**config.mk**
```make
export PLATFORM = sky130hd
export DESIGN_NAME = eca_engine
export DESIGN_NICKNAME = d
export VERILOG_FILES = /design/src/rtl/eca_engine.sv
export SDC_FILE = /design/constraint.sdc
export NUM_CORES = 1
export LEC_CHECK = 0
export ABC_AREA = 1
export BUFFER_PORTS_ARGS = -buffer_cell sky130_fd_sc_hd__buf_2
export CORE_UTILIZATION = 35
export DETAILED_ROUTE_END_ITERATION = 8
export MAX_ROUTING_LAYER = met4
export PLACE_DENSITY = 0.62
export SLEW_MARGIN = 20
export SYNTH_ARGS = -nofsm -noshare
export SYNTH_HDL_FRONTEND = slang
export SYNTH_SLANG_ARGS = --single-unit
export TNS_END_PERCENT = 100
```
**constraint.sdc**
```tcl
create_clock -name clk -period 2.1 [get_ports clk]
set_clock_uncertainty 0.15 [all_clocks]
set_input_delay 0.105 -clock clk [delete_from_list [all_inputs] [get_ports clk]]
set_output_delay 0.105 -clock clk [all_outputs]
set_load 0.02 [all_outputs]
```
**src/rtl/eca_engine.sv**
```systemverilog
// eca_engine: elementary cellular-automaton engine.
// Holds a WIDTH-cell row loaded as OUT_W-bit beats, advances it a programmable
// number of generations under any Wolfram rule, then streams it out in chunks.
// Optional feature macro: ECA_WRAP_EN (toroidal boundary selected by wrap_i).
// Without it the boundaries are always zero and wrap_i is ignored.

module eca_engine #(
  parameter int unsigned WIDTH = 64,
  parameter int unsigned OUT_W = 16,
  parameter int unsigned GEN_W = 16
) (
  input  logic             clk,
  input  logic             rst_n,
  input  logic [7:0]       rule_i,
  input  logic             wrap_i,
  input  logic             load_valid_i,
  input  logic [OUT_W-1:0] load_data_i,
  output logic             load_ready_o,
  input  logic             start_i,
  input  logic [GEN_W-1:0] gens_i,
  output logic             busy_o,
  output logic             out_valid_o,
  output logic [OUT_W-1:0] out_data_o,
  output logic             out_last_o,
  input  logic             out_ready_i,
  output logic [GEN_W-1:0] gen_total_o
);

  localparam int unsigned NCH = WIDTH / OUT_W;
  localparam int unsigned KW  = (NCH > 1) ? $clog2(NCH) : 1;
  localparam logic [KW-1:0] KLast = KW'(NCH - 1);

  typedef enum logic [1:0] {StIdle, StRun, StDump} state_e;

  state_e             state_q;
  logic [WIDTH-1:0]   cells_q;
  logic [GEN_W-1:0]   gen_total_q;
  logic [GEN_W-1:0]   rem_q;
  logic [7:0]         rule_q;
  logic [KW-1:0]      k_q;
  logic               busy_q;
  logic               out_valid_q;
  logic               out_last_q;

  logic               bnd_l;
  logic               bnd_r;
  logic [WIDTH+1:0]   ext;
  logic [WIDTH-1:0]   next_cells;
  logic [WIDTH-1:0]   load_shift;
  logic [WIDTH-1:0]   dump_shift;

`ifdef ECA_WRAP_EN
  logic wrap_q;

  // Boundary cells come from the opposite edge when the run was started in wrap mode.
  always_comb begin
    bnd_l = wrap_q ? cells_q[0] : 1'b0;
    bnd_r = wrap_q ? cells_q[WIDTH-1] : 1'b0;
  end
`else
  logic unused_wrap;
  assign unused_wrap = wrap_i;

  // Zero-padded boundaries only.
  always_comb begin
    bnd_l = 1'b0;
    bnd_r = 1'b0;
  end
`endif

  // One generation: each cell looks up rule bit {left, centre, right}.
  always_comb begin
    ext        = {bnd_l, cells_q, bnd_r};
    next_cells = '0;
    for (int unsigned i = 0; i < WIDTH; i++) begin
      next_cells[i] = rule_q[{ext[i+2], ext[i+1], ext[i]}];
    end
  end

  // Load shifts beats in at the LSB end; dump reads the chunk k from the MSB end.
  always_comb begin
    load_shift = (cells_q << OUT_W) | WIDTH'(load_data_i);
    dump_shift = cells_q << (32'(k_q) * OUT_W);
  end

  // Control FSM, datapath registers and registered status outputs.
  always_ff @(posedge clk) begin
    if (!rst_n) begin
      state_q     <= StIdle;
      cells_q     <= '0;
      gen_total_q <= '0;
      rem_q       <= '0;
      rule_q      <= '0;
      k_q         <= '0;
      busy_q      <= 1'b0;
      out_valid_q <= 1'b0;
      out_last_q  <= 1'b0;
`ifdef ECA_WRAP_EN
      wrap_q      <= 1'b0;
`endif
    end else begin
      unique case (state_q)
        StIdle: begin
          if (start_i) begin
            rule_q <= rule_i;
            rem_q  <= gens_i;
`ifdef ECA_WRAP_EN
            wrap_q <= wrap_i;
`endif
            busy_q <= 1'b1;
            if (gens_i == '0) begin
              state_q     <= StDump;
              out_valid_q <= 1'b1;
              out_last_q  <= (NCH == 1);
              k_q         <= '0;
            end else begin
              state_q <= StRun;
            end
          end else if (load_valid_i) begin
            cells_q     <= load_shift;
            gen_total_q <= '0;
          end
        end
        StRun: begin
          cells_q     <= next_cells;
          gen_total_q <= gen_total_q + 1'b1;
          rem_q       <= rem_q - 1'b1;
          if (rem_q == GEN_W'(1)) begin
            state_q     <= StDump;
            out_valid_q <= 1'b1;
            out_last_q  <= (NCH == 1);
            k_q         <= '0;
          end
        end
        StDump: begin
          if (out_ready_i) begin
            if (k_q == KLast) begin
              state_q     <= StIdle;
              busy_q      <= 1'b0;
              out_valid_q <= 1'b0;
              out_last_q  <= 1'b0;
              k_q         <= '0;
            end else begin
              k_q        <= k_q + 1'b1;
              out_last_q <= ((k_q + 1'b1) == KLast);
            end
          end
        end
        default: state_q <= StIdle;
      endcase
    end
  end

  // load_ready is the only combinational output; start wins over a load beat.
  always_comb begin
    load_ready_o = (state_q == StIdle) && !start_i;
    busy_o       = busy_q;
    out_valid_o  = out_valid_q;
    out_last_o   = out_last_q;
    out_data_o   = out_valid_q ? dump_shift[WIDTH-1 -: OUT_W] : '0;
    gen_total_o  = gen_total_q;
  end

endmodule

```
==> impl_metrics.ini <==
[outcome]
outcome = finished with violations
failed_checks = hold timing

[sta]
max_freq_mhz = 480
whs_ns = -0.00775
period_share_pct = 99.2
timing.slew.headroom_pct = 58.4
finalSetupViolCount = 0
worstMarginPinSlew_ns = 0.624
finalMaxSlewViolations = 0
final-hold-violation-count = 2
rsz0062_at_grt = false
final.setup.tns_ns = 0
fin_crit_ns = 2.08

[clocking]
clk_latency_ns = 0.37
cts_buffers = 9
cts-root-buf = clkbuf_16
cts_tree = done
clock_path_buffers = 2
htree_levels = 3
cts.sinks = 111
clk_pin_slew_worst_paths_ns = 0.09

[synth]
async_flop_share_pct = 0
ys_types = 36
synth.net_count = 1748
synthCells = 1697
seq_area_frac_synth_pct = 22.9
ys.flop_type = dfxtp_1
syn_area_per_cell_um2 = 5.71
yosys_register_bits = 111
synth_warnings = 0
yosysMostFrequentCell = a21oi_1
syn_area_mm2 = 0.00969
yosys.area.top_type = dfxtp_1
synth_edf_count = 0
synth.area.top_cells = dfxtp_1 23%, a21oi_1 23%, o21ai_0 18%, nand3_1 8.2%, nand2_1 7.9%
synth_commonest_cells = 442 x a21oi_1, 343 x o21ai_0, 205 x nand2_1
synth_top_area_share_pct = 22.9

[grt]
grt_pass1_vias = 10900
grt_pass1_wl_um = 56400
overflow = 0
antenna_found_initial = 0
grt_max_degree = 90
grt.total_usage_pct = 25.1

[die]
die_y_um = 168
io_pins = 82
initial_core_util_pct = 35.8
rows = 60
floorplan.die_area_mm2 = 0.0283
die_width_um = 168
design.core.area_mm2 = 0.0270

[setup_path]
crit_path_end_kind = primary output
max_stage_delay_ns = 0.39
slowest_stage = dfxtp_2
crit_top_cell = a21oi_1
crit_arrival_ns = 1.83
required_ns = 1.85
path_cells = clkinvlp_4 > buf_12 > a21oi_1 > o21ai_0 > a21oi_1 > buf_2
critPathMaxFanout = 16
cp-start-kind = flop
criticalPathCategory = reg2out

[route]
wl_per_cell_um = 17.4
drc_errors = 0
drtIter0Drc = 1399
firstDrtPassIters = 6
postRouteAntennaNets = 0
routed_wl_um = 35600
via_per_inst = 5.92
dr_total_vias = 12100

[placement]
port_buffers = 80
gp_congestion = 0.957
placed_area_mm2 = 0.0103
dp_hpwl_um = 22200

[power_and_ir_drop]
intPower_uw = 7460
power_frac_seq_pct = 27.7
p_sw_share_pct = 54.5
clock_power_share_pct = 10.8
switchingPower_uw = 8920
combPwrFrac_pct = 61.4
power_density_mw_per_mm2 = 1480
leakagePower_uw = 0.00424
ir_drop_mv = 0.643

[min_path]
hold_class = in2reg

[job]
maxCapViolCount = 0

[final_layout]
multi_input_area_mm2 = 0.00637
fin_area_mm2 = 0.0110
regArea_mm2 = 0.00226
n_antenna_cell = 0
syn2layout_area_growth_pct = 14.0
drive_above_1_share_pct = 11.3
fillerInstances = 2943
nets = 1758
per-layer routing:
| metal | wire, um | GRT usage [%] | vias to the layer above | part of all wire [%] |
|---|---|---|---|---|
| met5 | 0 | - | - | 0 |
| met4 | 1020 | 10.0 | 0 | 2.9 |
| met3 | 3100 | 3.06 | 85 | 8.7 |
| met2 | 16400 | 40.5 | 595 | 46 |
| met1 | 15100 | 31.8 | 5535 | 43 |
| li1 | - | - | 5932 | - |
worst max-delay path, delay by kind of cell (launching register included):
kind / cells / cell delay [ns]
buffers and inverters: 3 / 0.48
DFF: 1 / 0.39
AOI/OAI and AO/OA: 3 / 0.57
state kept, by name (all words and copies together) (netlist names):
register / count
cells_q: 64
gen_total_o: 16
rem_q: 16
rule_q: 8
k_q: 2
state_q: 2
busy_o: 1
out_last_o: 1
out_valid_o: 1
stage by stage:
stage | instances | utilization (%) | worst slack, ns | power [uW] | hold WS [ns]
floorplan | 1697 | - | 0.323 | 11600 | 0.110
CTS | 2053 | 40.7 | 0.00307 | 16100 | 0.00378
finish | 2053 | 40.9 | 0.0176 | 16400 | -0.00775
global placement | 2002 | 38.3 | 0.225 | 14000 | 0.233
detailed placement | 2002 | 38.3 | 0.231 | 14200 | 0.241
global route | 2053 | 40.9 | 0.000412 | 17900 | 0.0337
cell usage in the layout (no fill, tap or decap), drive strengths merged:
cell,synthesis,final
a211oi,1,1
a21oi,442,442
a221oi,1,1
a22oi,2,2
a31o,1,1
a31oi,6,6
buf,25,129
clkbuf,139,10
clkinv,1,1
clkinvlp,0,1
dfxtp,111,111
dlygate4sd3,0,34
ha,5,5
inv,120,125
nand2,206,206
nand3,159,159
nand3b,3,3
nand4,5,5
nor2,64,64
nor3,40,40
nor3b,1,1
o211ai,14,14
o21a,1,1
o21ai,344,344
o311ai,1,1
o31ai,1,1
or2,2,2
xor2,2,2
cell families (layout without fill, tap and decap cells):
group,after synthesis,count (layout),synth area share [%]
xor gates and xnor gates,2,2,0.181
adders and majority gates,5,5,0.646
DFF,111,111,22.9
buffers and inverters,285,300,11.5
AOI/OAI and AO/OA,814,814,42.7
and+or+nand+nor,480,480,22.0
final cells by class:
cell class / instances / area share, %
clock buffer: 10 / 2.07
clock inverter: 6 / 0.465
inverter: 121 / 4.17
multi-input combinational: 1301 / 57.7
sequential: 111 / 20.4
tap: 341 / 3.86
timing repair buffer: 163 / 11.3
worst paths after layout:
kind / start / end / slack (ns) / cells after the start
worst max register to register: state_q[1]$_SDFFE_PN0P_ / gen_total_o[8]$_SDFFE_PN0P_ / 0.20 / 8
worst min-delay path: load_data_i[10] / cells_q[10]$_SDFFE_PN0P_ / -0.008 / 5
worst max-delay path: k_q[1]$_SDFFE_PN0P_ / out_data_o[12] / 0.02 / 6
worst min register to register: out_last_o$_SDFFE_PN0P_ / out_last_o$_SDFFE_PN0P_ / 0.33 / 2
power groups by stage:
| stage | combinational (uW) | sequential [uW] | clock (uW) |
|---|---|---|---|
| 6_report | 10100 | 4540 | 1780 |
| 5_1_grt | 11300 | 4730 | 1880 |
| 4_1_cts | 9860 | 4430 | 1800 |
| 3_5_place_dp | 9740 | 4470 | 0 |
| 3_3_place_gp | 9570 | 4440 | 0 |
| 2_1_floorplan | 8270 | 3330 | 0 |
timing repair:
action | 4_1_cts | 5_1_grt
setup buffers | 1 | 0
endpoints found under the hold margin | 34 | 0
gates resized for setup | 8 | 26
hold buffers | 34 | 0
pin swaps | 1 | 0
cloned | 0 | 0
endpoints found under the setup margin | 7 | 16
(Power assumes the default switching activity.)
